**src/rtl/alu_exec_unit_pkg.sv**
```systemverilog
// Shared widths, op encodings and the combinational base ALU for the execution stage.
package alu_exec_unit_pkg;

  localparam int XLEN      = 32;
  localparam int OP_W      = 5;
  localparam int ROB_IDX_W = 4;

  typedef enum logic [OP_W-1:0] {
    ALU_OP_ADD    = 5'd0,
    ALU_OP_SUB    = 5'd1,
    ALU_OP_AND    = 5'd2,
    ALU_OP_OR     = 5'd3,
    ALU_OP_XOR    = 5'd4,
    ALU_OP_SLL    = 5'd5,
    ALU_OP_SRL    = 5'd6,
    ALU_OP_SRA    = 5'd7,
    ALU_OP_SLT    = 5'd8,
    ALU_OP_SLTU   = 5'd9,
    ALU_OP_EQ     = 5'd10,
    ALU_OP_NE     = 5'd11,
    ALU_OP_LT     = 5'd12,
    ALU_OP_GE     = 5'd13,
    ALU_OP_LTU    = 5'd14,
    ALU_OP_GEU    = 5'd15,
    ALU_OP_MUL    = 5'd16,
    ALU_OP_MULH   = 5'd17,
    ALU_OP_MULHSU = 5'd18,
    ALU_OP_MULHU  = 5'd19
  } alu_op_e;

  typedef enum logic {
    ST_IDLE = 1'b0,
    ST_BUSY = 1'b1
  } mul_state_e;

  function automatic logic is_mul_op(logic [OP_W-1:0] op);
    return op inside {ALU_OP_MUL, ALU_OP_MULH, ALU_OP_MULHSU, ALU_OP_MULHU};
  endfunction

  // Multiply encodings fall through to zero; they only reach here when the multiplier is absent.
  function automatic logic [XLEN-1:0] alu_base(logic [OP_W-1:0] op,
                                               logic [XLEN-1:0] a,
                                               logic [XLEN-1:0] b);
    logic [XLEN-1:0] r;
    r = '0;
    case (alu_op_e'(op))
      ALU_OP_ADD:  r = a + b;
      ALU_OP_SUB:  r = a - b;
      ALU_OP_AND:  r = a & b;
      ALU_OP_OR:   r = a | b;
      ALU_OP_XOR:  r = a ^ b;
      ALU_OP_SLL:  r = a << b[4:0];
      ALU_OP_SRL:  r = a >> b[4:0];
      ALU_OP_SRA:  r = $signed(a) >>> b[4:0];
      ALU_OP_SLT,
      ALU_OP_LT:   r = {{(XLEN-1){1'b0}}, $signed(a) < $signed(b)};
      ALU_OP_SLTU,
      ALU_OP_LTU:  r = {{(XLEN-1){1'b0}}, a < b};
      ALU_OP_EQ:   r = {{(XLEN-1){1'b0}}, a == b};
      ALU_OP_NE:   r = {{(XLEN-1){1'b0}}, a != b};
      ALU_OP_GE:   r = {{(XLEN-1){1'b0}}, $signed(a) >= $signed(b)};
      ALU_OP_GEU:  r = {{(XLEN-1){1'b0}}, a >= b};
      default:     r = '0;
    endcase
    return r;
  endfunction

endpackage

```
**src/rtl/alu_exec_unit_if.sv**
```systemverilog
// Issue and write-back bus between the reservation station and the ALU execution stage.
interface alu_exec_unit_if;
  import alu_exec_unit_pkg::*;

  logic                 in_valid;
  logic                 in_ready;
  logic [OP_W-1:0]      in_op;
  logic [XLEN-1:0]      in_r1;
  logic [XLEN-1:0]      in_r2;
  logic [ROB_IDX_W-1:0] in_rob_idx;
  logic                 wb_valid;
  logic [ROB_IDX_W-1:0] wb_idx;
  logic [XLEN-1:0]      wb_value;

  modport master (
    output in_valid, in_op, in_r1, in_r2, in_rob_idx,
    input  in_ready, wb_valid, wb_idx, wb_value
  );

  modport slave (
    input  in_valid, in_op, in_r1, in_r2, in_rob_idx,
    output in_ready, wb_valid, wb_idx, wb_value
  );

endinterface

```
**src/rtl/alu_exec_unit_mul_iter.sv**
```systemverilog
// Iterative 32x32 shift-add multiplier on unsigned magnitudes with a final sign fix-up.
module alu_mul_iter
  import alu_exec_unit_pkg::*;
(
  input  logic              clk_in,
  input  logic              rst_in,
  input  logic              en,
  input  logic              flush,
  input  logic              start,
  input  logic              a_signed,
  input  logic              b_signed,
  input  logic [XLEN-1:0]   a,
  input  logic [XLEN-1:0]   b,
  output logic              busy,
  output logic              done,
  output logic [2*XLEN-1:0] product
);

  logic [2*XLEN-1:0] mcand_q, acc_q, acc_sum;
  logic [XLEN-1:0]   mplier_q, a_mag, b_mag;
  logic [4:0]        cnt_q;
  logic              neg_q, a_neg, b_neg;

  assign a_neg = a_signed && a[XLEN-1];
  assign b_neg = b_signed && b[XLEN-1];
  assign a_mag = a_neg ? (~a + XLEN'(1)) : a;
  assign b_mag = b_neg ? (~b + XLEN'(1)) : b;

  // The product is taken from the sum of the final iteration so it lands on the done edge.
  assign acc_sum = acc_q + (mplier_q[0] ? mcand_q : '0);
  assign product = neg_q ? (~acc_sum + (2*XLEN)'(1)) : acc_sum;
  assign done    = busy && (cnt_q == 5'd31);

  always_ff @(posedge clk_in or posedge rst_in) begin
    if (rst_in) begin
      busy     <= 1'b0;
      cnt_q    <= '0;
      acc_q    <= '0;
      mcand_q  <= '0;
      mplier_q <= '0;
      neg_q    <= 1'b0;
    end else if (en) begin
      if (flush) begin
        busy  <= 1'b0;
        cnt_q <= '0;
      end else if (start) begin
        busy     <= 1'b1;
        cnt_q    <= '0;
        acc_q    <= '0;
        mcand_q  <= {{XLEN{1'b0}}, a_mag};
        mplier_q <= b_mag;
        neg_q    <= a_neg ^ b_neg;
      end else if (busy) begin
        acc_q    <= acc_sum;
        mcand_q  <= mcand_q << 1;
        mplier_q <= mplier_q >> 1;
        cnt_q    <= cnt_q + 5'd1;
        if (done) busy <= 1'b0;
      end
    end
  end

endmodule

```
**src/rtl/alu_exec_unit.sv**
```systemverilog
// ALU execution stage: single-cycle base ALU feeding a registered write-back broadcast.
// Define ALU_MUL_EN to add the iterative M-extension multiplier and its IDLE/BUSY wrapper.
module alu_exec_unit
  import alu_exec_unit_pkg::*;
(
  input  logic           clk_in,
  input  logic           rst_in,
  input  logic           rdy_in,
  input  logic           rob_clear,
  alu_exec_unit_if.slave bus
);

  logic                 accept, base_fire, mul_fire;
  logic [XLEN-1:0]      alu_result, mul_result;
  logic [ROB_IDX_W-1:0] mul_tag;

  assign accept     = bus.in_valid && bus.in_ready && rdy_in && !rob_clear;
  assign alu_result = alu_base(bus.in_op, bus.in_r1, bus.in_r2);

`ifdef ALU_MUL_EN
  // state   | meaning
  // ST_IDLE | accepting ops; base ops retire in one cycle
  // ST_BUSY | multiply iterating; issue blocked until done
  mul_state_e           state_q, state_d;
  logic                 start, mul_busy, mul_done, a_signed, b_signed, mul_hi_q;
  logic [2*XLEN-1:0]    product;
  logic [ROB_IDX_W-1:0] mul_tag_q;

  assign start    = accept && is_mul_op(bus.in_op);
  assign a_signed = bus.in_op inside {ALU_OP_MULH, ALU_OP_MULHSU};
  assign b_signed = (bus.in_op == ALU_OP_MULH);

  alu_mul_iter u_mul (
    .clk_in   (clk_in),
    .rst_in   (rst_in),
    .en       (rdy_in),
    .flush    (rob_clear),
    .start    (start),
    .a_signed (a_signed),
    .b_signed (b_signed),
    .a        (bus.in_r1),
    .b        (bus.in_r2),
    .busy     (mul_busy),
    .done     (mul_done),
    .product  (product)
  );

  always_ff @(posedge clk_in or posedge rst_in) begin
    if (rst_in) begin
      state_q   <= ST_IDLE;
      mul_tag_q <= '0;
      mul_hi_q  <= 1'b0;
    end else if (rdy_in) begin
      state_q <= state_d;
      if (start) begin
        mul_tag_q <= bus.in_rob_idx;
        mul_hi_q  <= (bus.in_op != ALU_OP_MUL);
      end
    end
  end

  always_comb begin
    state_d = state_q;
    case (state_q)
      ST_IDLE: if (start) state_d = ST_BUSY;
      // A BUSY state without an iterating multiplier cannot finish, so fall back to IDLE.
      ST_BUSY: if (mul_done || !mul_busy) state_d = ST_IDLE;
      default: state_d = ST_IDLE;
    endcase
    if (rob_clear) state_d = ST_IDLE;
  end

  assign bus.in_ready = (state_q == ST_IDLE);
  assign base_fire    = accept && !is_mul_op(bus.in_op);
  assign mul_fire     = mul_done;
  assign mul_result   = mul_hi_q ? product[2*XLEN-1:XLEN] : product[XLEN-1:0];
  assign mul_tag      = mul_tag_q;
`else
  assign bus.in_ready = 1'b1;
  assign base_fire    = accept;
  assign mul_fire     = 1'b0;
  assign mul_result   = '0;
  assign mul_tag      = '0;
`endif

  always_ff @(posedge clk_in or posedge rst_in) begin
    if (rst_in) begin
      bus.wb_valid <= 1'b0;
      bus.wb_idx   <= '0;
      bus.wb_value <= '0;
    end else if (rdy_in) begin
      if (rob_clear) begin
        bus.wb_valid <= 1'b0;
      end else if (base_fire) begin
        bus.wb_valid <= 1'b1;
        bus.wb_idx   <= bus.in_rob_idx;
        bus.wb_value <= alu_result;
      end else if (mul_fire) begin
        bus.wb_valid <= 1'b1;
        bus.wb_idx   <= mul_tag;
        bus.wb_value <= mul_result;
      end else begin
        bus.wb_valid <= 1'b0;
      end
    end
  end

endmodule
```
**src/flat_wrapper.sv**
```systemverilog
// flat-port wrapper written by rule: the top's interface ports become plain ports
module alu_exec_unit_flat import alu_exec_unit_pkg::*;
  (clk_in, rst_in, rdy_in, rob_clear, bus_in_valid, bus_in_op, bus_in_r1, bus_in_r2, bus_in_rob_idx, bus_in_ready, bus_wb_valid, bus_wb_idx, bus_wb_value);
  alu_exec_unit_if bus_i ();
  input  logic clk_in;
  input  logic rst_in;
  input  logic rdy_in;
  input  logic rob_clear;
  input wire logic [$bits(bus_i.in_valid)-1:0] bus_in_valid;
  input wire logic [$bits(bus_i.in_op)-1:0] bus_in_op;
  input wire logic [$bits(bus_i.in_r1)-1:0] bus_in_r1;
  input wire logic [$bits(bus_i.in_r2)-1:0] bus_in_r2;
  input wire logic [$bits(bus_i.in_rob_idx)-1:0] bus_in_rob_idx;
  output wire logic [$bits(bus_i.in_ready)-1:0] bus_in_ready;
  output wire logic [$bits(bus_i.wb_valid)-1:0] bus_wb_valid;
  output wire logic [$bits(bus_i.wb_idx)-1:0] bus_wb_idx;
  output wire logic [$bits(bus_i.wb_value)-1:0] bus_wb_value;
  assign bus_i.in_valid = bus_in_valid;
  assign bus_i.in_op = bus_in_op;
  assign bus_i.in_r1 = bus_in_r1;
  assign bus_i.in_r2 = bus_in_r2;
  assign bus_i.in_rob_idx = bus_in_rob_idx;
  assign bus_in_ready = bus_i.in_ready;
  assign bus_wb_valid = bus_i.wb_valid;
  assign bus_wb_idx = bus_i.wb_idx;
  assign bus_wb_value = bus_i.wb_value;
  alu_exec_unit u_core (.clk_in(clk_in), .rst_in(rst_in), .rdy_in(rdy_in), .rob_clear(rob_clear), .bus(bus_i));
endmodule
```
**config.mk**
```make
export PLATFORM = sky130hd
export DESIGN_NAME = alu_exec_unit_flat
export DESIGN_NICKNAME = d
export VERILOG_FILES = /design/src/rtl/alu_exec_unit_pkg.sv /design/src/rtl/alu_exec_unit_if.sv /design/src/rtl/alu_exec_unit_mul_iter.sv /design/src/rtl/alu_exec_unit.sv /design/src/flat_wrapper.sv
export SDC_FILE = /design/constraint.sdc
export NUM_CORES = 1
export LEC_CHECK = 0
export CORE_UTILIZATION = 68
export CTS_CLUSTER_DIAMETER = 40
export DETAILED_ROUTE_END_ITERATION = 7
export DONT_BUFFER_PORTS = 1
export GPL_ROUTABILITY_DRIVEN = 0
export GPL_TIMING_DRIVEN = 1
export HOLD_SLACK_MARGIN = 0.03
export PLACE_DENSITY = 0.82
export SYNTH_ARGS = -nofsm -noshare
export SYNTH_HDL_FRONTEND = slang
export SYNTH_SLANG_ARGS = --single-unit
export TNS_END_PERCENT = 100
```
**constraint.sdc**
```tcl
create_clock -name clk_in -period 1.6 [get_ports clk_in]
set_input_delay 0.16 -clock clk_in [delete_from_list [all_inputs] [get_ports clk_in]]
set_output_delay 0.16 -clock clk_in [all_outputs]
set_load 0.05 [all_outputs]
```
==> metrics list, run 1 <==
- The flow did not finish.
- It got as far as global routing (5_1_grt) and failed there.
* First error in the log: [ERROR GRT-0116] Global routing finished with congestion. Check the congestion regions in the DRC Viewer.
- Counting along the longest clock path gives a buffer depth of 2.
- Number of warnings reported in the yosys synthesis log: 0
* GR Util All Layers: 97.97%
* Count of H-tree levels built during CTS: 2
- For this run, asynchronously set or reset flops after synthesis account for 100.0%.
- Buffers inserted during clock tree synthesis total 5.
- In this run the count of I/O pins placed on the die edge is 116.
- The die is 126.1 um wide.
* Cell area after synthesis: 10480 um^2
- Syn_area_per_cell: 7.341 um^2
* Number of standard-cell rows in the floorplan: 45
* Vias in the first global route: 19650
* Maximum number of pins on one net before global-route repair: 86
- Synthesized instance count: 1427
- Number of nets produced by synthesis: 1606
- Clock tree synthesis selected as its root buffer the cell sky130_fd_sc_hd__clkbuf_16.
* IO Port Bufs: 0
- After global routing the overflow that remains totals 951.
- For this configuration, the core starts out at a cell density of 69.17%.
- Yosys mapped a number of flops with a built-in enable equal to 0.
- Part of the Yosys area used for sequential elements: 8.838%
- For this run, the leading register cell type out of synthesis is sky130_fd_sc_hd__dfrtp_1.
- The clock net in this run drives a total of 37 sinks.
* Die Height: 126.1 um
* Wire length of the first global-routing pass: 119900 um
* Number of flip-flops and latches in the synthesized netlist: 37
- The number of different library cells used by synthesis comes to 88.
- Detailed placement finished with a half-perimeter wire length of 41230 um.
==> cell families after synthesis <==
group	count (synthesis)	synth area share (%)
compound gates	488	31.43
simple gates	443	19.68
buf+inv	211	7.835
mux	127	18.38
fa+ha+maj	101	12.21
flops	37	8.838
xor+xnor	19	1.588
other cells	1	0.03580
==> Yosys cell counts, drive strengths merged, types with 10 or more instances <==
master	number	area, um^2
o211ai	25	187.7
xnor2	17	148.9
inv	97	364.1
nor2	149	559.3
o21ai	79	395.4
nor3	39	195.2
a31oi	19	118.9
nand4	10	62.56
mux4	50	1126
nand2b	10	70.06
and3	11	68.82
o21bai	12	90.09
a21o	22	165.2
mux2	23	259.0
nand3	29	145.1
a221oi	22	192.7
nand2	131	491.7
a2111oi	11	102.6
clkbuf	80	300.3
nor4	10	77.57
buf	32	148.9
ha	99	1239
nor2b	15	93.84
a21oi	141	705.7
a211oi	33	252.7
dfrtp	37	925.9
mux2i	54	540.5
==> layer usage <==
layer	GRT overflow	GRT usage, %
met5	4	47.37
met4	247	111.1
met3	31	78.46
met2	652	119.7
met1	17	91.77
==> repair_timing <==
action	4_1_cts
hold buffers	5
resized for setup	149
setup endpoints to repair	32
endpoints found under the hold margin	41
pin swaps	77
setup buffers	18
gates cloned	0
==> through the flow <==
| stage | area, um^2 | hold slack, ns | setup TNS [ns] | worst slack, ns | instances |
|---|---|---|---|---|---|
| after floorplan | 11160 | 0.2564 | -26.16 | -1.311 | 1427 |
| after global placement | 13780 | 0.1871 | -27.36 | -1.196 | 1921 |
| after detailed placement | 13780 | 0.2064 | -30.14 | -1.322 | 1921 |
| after CTS | 14750 | 0.05256 | -15.55 | -0.9640 | 1949 |
==> run 2: changes to the inputs <==
CORE_UTILIZATION = 40   (was 68)
CTS_CLUSTER_DIAMETER = default   (was 40)
HOLD_SLACK_MARGIN = default   (was 0.03)
PLACE_DENSITY = default   (was 0.82)
PLACE_DENSITY_LB_ADDON = 0.15   (was default)
==> run 2 against run 1 <==
Net effect:
- the flow now finishes, with violations (setup timing)
- synthesized cell count did not move
- synthesized area is the same
==> metrics list, run 2 <==
* Outcome: finished, violations left (was did not finish)
* Violations in the final reports: setup timing
- Fraction of post-synthesis cell area in the top cell type by area: 11.82% (unchanged)
- The number of buffer cells added on primary ports came to 0 (unchanged).
- Clock tree sinks: 37 (unchanged)
- Broken down by cell family, the worst path's largest delay share belongs to simple AND/OR/NAND/NOR gates.
- The share of flip-flops with an asynchronous set or reset after synthesis was 100.0% (unchanged).
- Final Hold Violating Endpoints: 0
- Crit Path Max Fanout: 9
* Total negative slack: -15.99 ns
- DR vias: 14010
- Kind of capture point of the worst setup path: register
- Among all stages on the critical path, the largest delay is contributed by sky130_fd_sc_hd__or4b_1.
- Leading cell type in the layout, fill and taps excluded: sky130_fd_sc_hd__buf_4
- Post-synth cell types: 88 (unchanged)
- Of the available clock period, the critical path in the final layout requires 154.7%.
* Post-route antenna net violation count: 0
* Clock Latency Late Sink: 0.31 ns
- Largest registers in the final layout: u_core.bus.wb_value: 32 flops, u_core.bus.wb_idx: 4 flops, u_core.bus.wb_valid: 1 flops
- Cell occurring most often along the worst timing path: sky130_fd_sc_hd__buf_4
- By startpoint and endpoint, the worst setup path is classified as input port to register.
- Area of the core: 25400 um^2
- The initial antenna violation count was 1.
- In this run the static leakage power is about 7.0 nW.
* GR Util All Layers: 40.41%
- Root Driver: sky130_fd_sc_hd__clkbuf_16 (unchanged)
- Count of H-tree levels built during CTS: 2 (unchanged)
- Ports: 116 (unchanged)
- The largest single stage delay on the critical path is 0.52 ns.
- The number of synthesized flops with an enable pin was 0 (unchanged).
- 1st-iter DRT viols: roughly 1900
- The CTS buffer count is 5 (unchanged).
- The worst setup path is launched from an input port.
- Number of warnings reported in the yosys synthesis log: 0 (unchanged)
- Total of endpoints with negative setup slack in the final report: 29
* Part of the Yosys area used for sequential elements: 8.838% (unchanged)
* Count of nets after finishing: 1975
- The die height was 163.8 um (was 126.1 um).
* Width of the chip: 163.8 um (was 126.1 um)
* Area contributors post-synth: sky130_fd_sc_hd__ha_1 (12%), sky130_fd_sc_hd__mux4_2 (11%), sky130_fd_sc_hd__dfrtp_1 (8.8%) (unchanged)
* Syn_area_per_cell: 7.341 um^2 (unchanged)
- The post-place setup slack came to -1.238 ns (was -1.322 ns).
* Worst Tran Pin Value: 0.5398 ns
- Remaining design rule violation count: 0
* Total routed wirelength: around 55000 um
- DP HPWL: 42130 um (was 41230 um)
- Setup repair after global routing could not meet its margin everywhere.
- Clock-pin slew was measured on the worst setup and hold paths at roughly 0.070 ns.
- Entering global routing, the biggest net connects 86 pins.
- Data required, critical path: 1.83 ns
* Number of max-cap violations: 0
- Vias in the first global route: 13260
- Compared with the post-synthesis result, the final layout area differs by 50.04%.
- Biggest area consumer among synthesized cells: sky130_fd_sc_hd__ha_1 (unchanged)
- Using the TritonRoute via totals, the vias-per-cell ratio works out to between 6 and 7.
- Routed wire per std cell: 25.96 um
- Most frequent cells after synthesis: sky130_fd_sc_hd__nor2_1 (149), sky130_fd_sc_hd__a21oi_1 (141), sky130_fd_sc_hd__nand2_1 (131) (unchanged)
- The first TritonRoute pass finished after 8 iterations.
- The tightest min-delay check is of the input port to register type.
- The initial standard-cell utilization of the core was 41.25% (was 69.17%).
- Post-layout minimum cycle time: ~2.5 ns
- Data arrival, critical path: ~2.7 ns
- Of the cells placed in the final design, the portion with a size suffix greater than 1 is 41.35%.
* Top-count cell post-synth: sky130_fd_sc_hd__nor2_1 (unchanged)
- Max reg flops: 32
- Number of flip-flops and latches in the synthesized netlist: 37 (unchanged)
* Number of standard-cell rows in the floorplan: 58 (was 45)
- Cell area after synthesis: 10480 um^2 (unchanged)
* Area of the die: about 27000 um^2
* Overflow after GRT: 0
- Across the VDD grid, the largest voltage drop is ~0.45 mV.
- For this design the ratio of total power to cell area is 504.7 nW/um^2.
- Post-layout total power: 0.007934 W
- Number of nets produced by synthesis: 1606 (unchanged)
* Worst Setup Slack, final: -0.8759 ns
* Peak Freq: 403.9 MHz
* Clock buffer depth: 2 (unchanged)
- The register with the most flip-flops in the final layout is u_core.bus.wb_value.
- The number of instances in the synthesized netlist is 1427 (unchanged).
- Setup Skew: 0 ns
- Final-report max-slew violation count: 0
- Wire length of the first global-routing pass: around 80000 um
- The signal on the critical path passes through clkinvlp_4 > ha_4 > buf_4 > nor2_1 > a21oi_2 > nand3_2 > buf_4 > a211oi_4 > o311ai_4 > or4b_1 > and4_1 > a31oi_1.
- TritonCTS built the clock tree.
* Commonest cells after routing, fill and taps aside: sky130_fd_sc_hd__buf_4 (433), sky130_fd_sc_hd__nor2_1 (143), sky130_fd_sc_hd__nand2_1 (127)
- Predominant post-synthesis flop cell: sky130_fd_sc_hd__dfrtp_1 (unchanged)
* Worst-case headroom to the max-slew limit: 63.09%
- Worst Hold Margin: a little over 0.02 ns
- Buffers and inverters on the worst path: 3
-- run 2: cell counts after synthesis --
No cell type changed its count.
-- run 2: area by class of cell --
class	count	area, um^2
antenna	1	2.502
clock buffer	5	125.1
clock inverter	3	46.29
fill	2223	9681
inverter	99	452.9
multi-input combinational	1179	9961
sequential	37	925.9
tap	330	412.9
timing repair buffer	474	3792
-- run 2: final timing paths --
path,startpoint,endpoint,depth (start not counted),slack [ns]
worst max-delay path,bus_in_r1[11],u_core.bus.wb_value[0],12,-0.88
worst min-delay path,bus_in_op[3],u_core.bus.wb_value[0],2,0.02
worst max register to register,u_core.bus.wb_value[30],u_core.bus.wb_value[30],6,0.01
worst min register to register,u_core.bus.wb_value[2],u_core.bus.wb_value[2],2,0.50
max in group asynchronous,rst_in,u_core.bus.wb_value[4],3,0.87
min in group asynchronous,rst_in,u_core.bus.wb_value[13],2,0.23
-- run 2: cell families (layout without fill, tap and decap cells) --
family / after synthesis / count (layout) / share of synthesized area (%)
muxes: 127 / 127 / 18.38
DFF: 37 / 37 / 8.838
and+or+nand+nor: 443 / 443 / 19.68
adders and majority gates: 101 / 101 / 12.21
AOI/OAI and AO/OA: 488 / 488 / 31.43
buffers and inverters: 211 / 581 / 7.835
other: 1 / 2 / 0.03580
xor gates and xnor gates: 19 / 19 / 1.588
-- run 2: layer usage --
layer,GRT usage (%),vias up,part of all wire [%]
li1,-,6100,-
met1,51.62,6623,38
met2,61.04,1045,42
met3,10.25,241,12
met4,24.28,0,7.4
met5,0,-,0
-- run 2: report_power, final --
part	switching [W]	leakage, nW	internal [W]
registers	0.000238	0.472	0.00106
clock network	0.000585	0.0800	0.000744
logic	0.00286	6.41	0.00245
-- run 2: stage by stage --
step | utilization, % | cells | area, um^2
floorplan | - | 1427 | 11160
global placement | 55.62 | 2082 | 14130
detailed placement | 55.62 | 2082 | 14130
CTS | 60.21 | 2120 | 15290
global route | 61.88 | 2127 | 15720
finish | 61.89 | 2128 | 15720
-- run 2: what timing repair did --
item,in CTS,in global routing
hold endpoints to repair,42,0
gates resized for setup,147,81
cloned,1,0
setup endpoints to repair,31,32
hold buffers,6,0
buffers inserted,27,14
pin swaps,81,76
No activity file was read; power rests on OpenSTA's default activity.
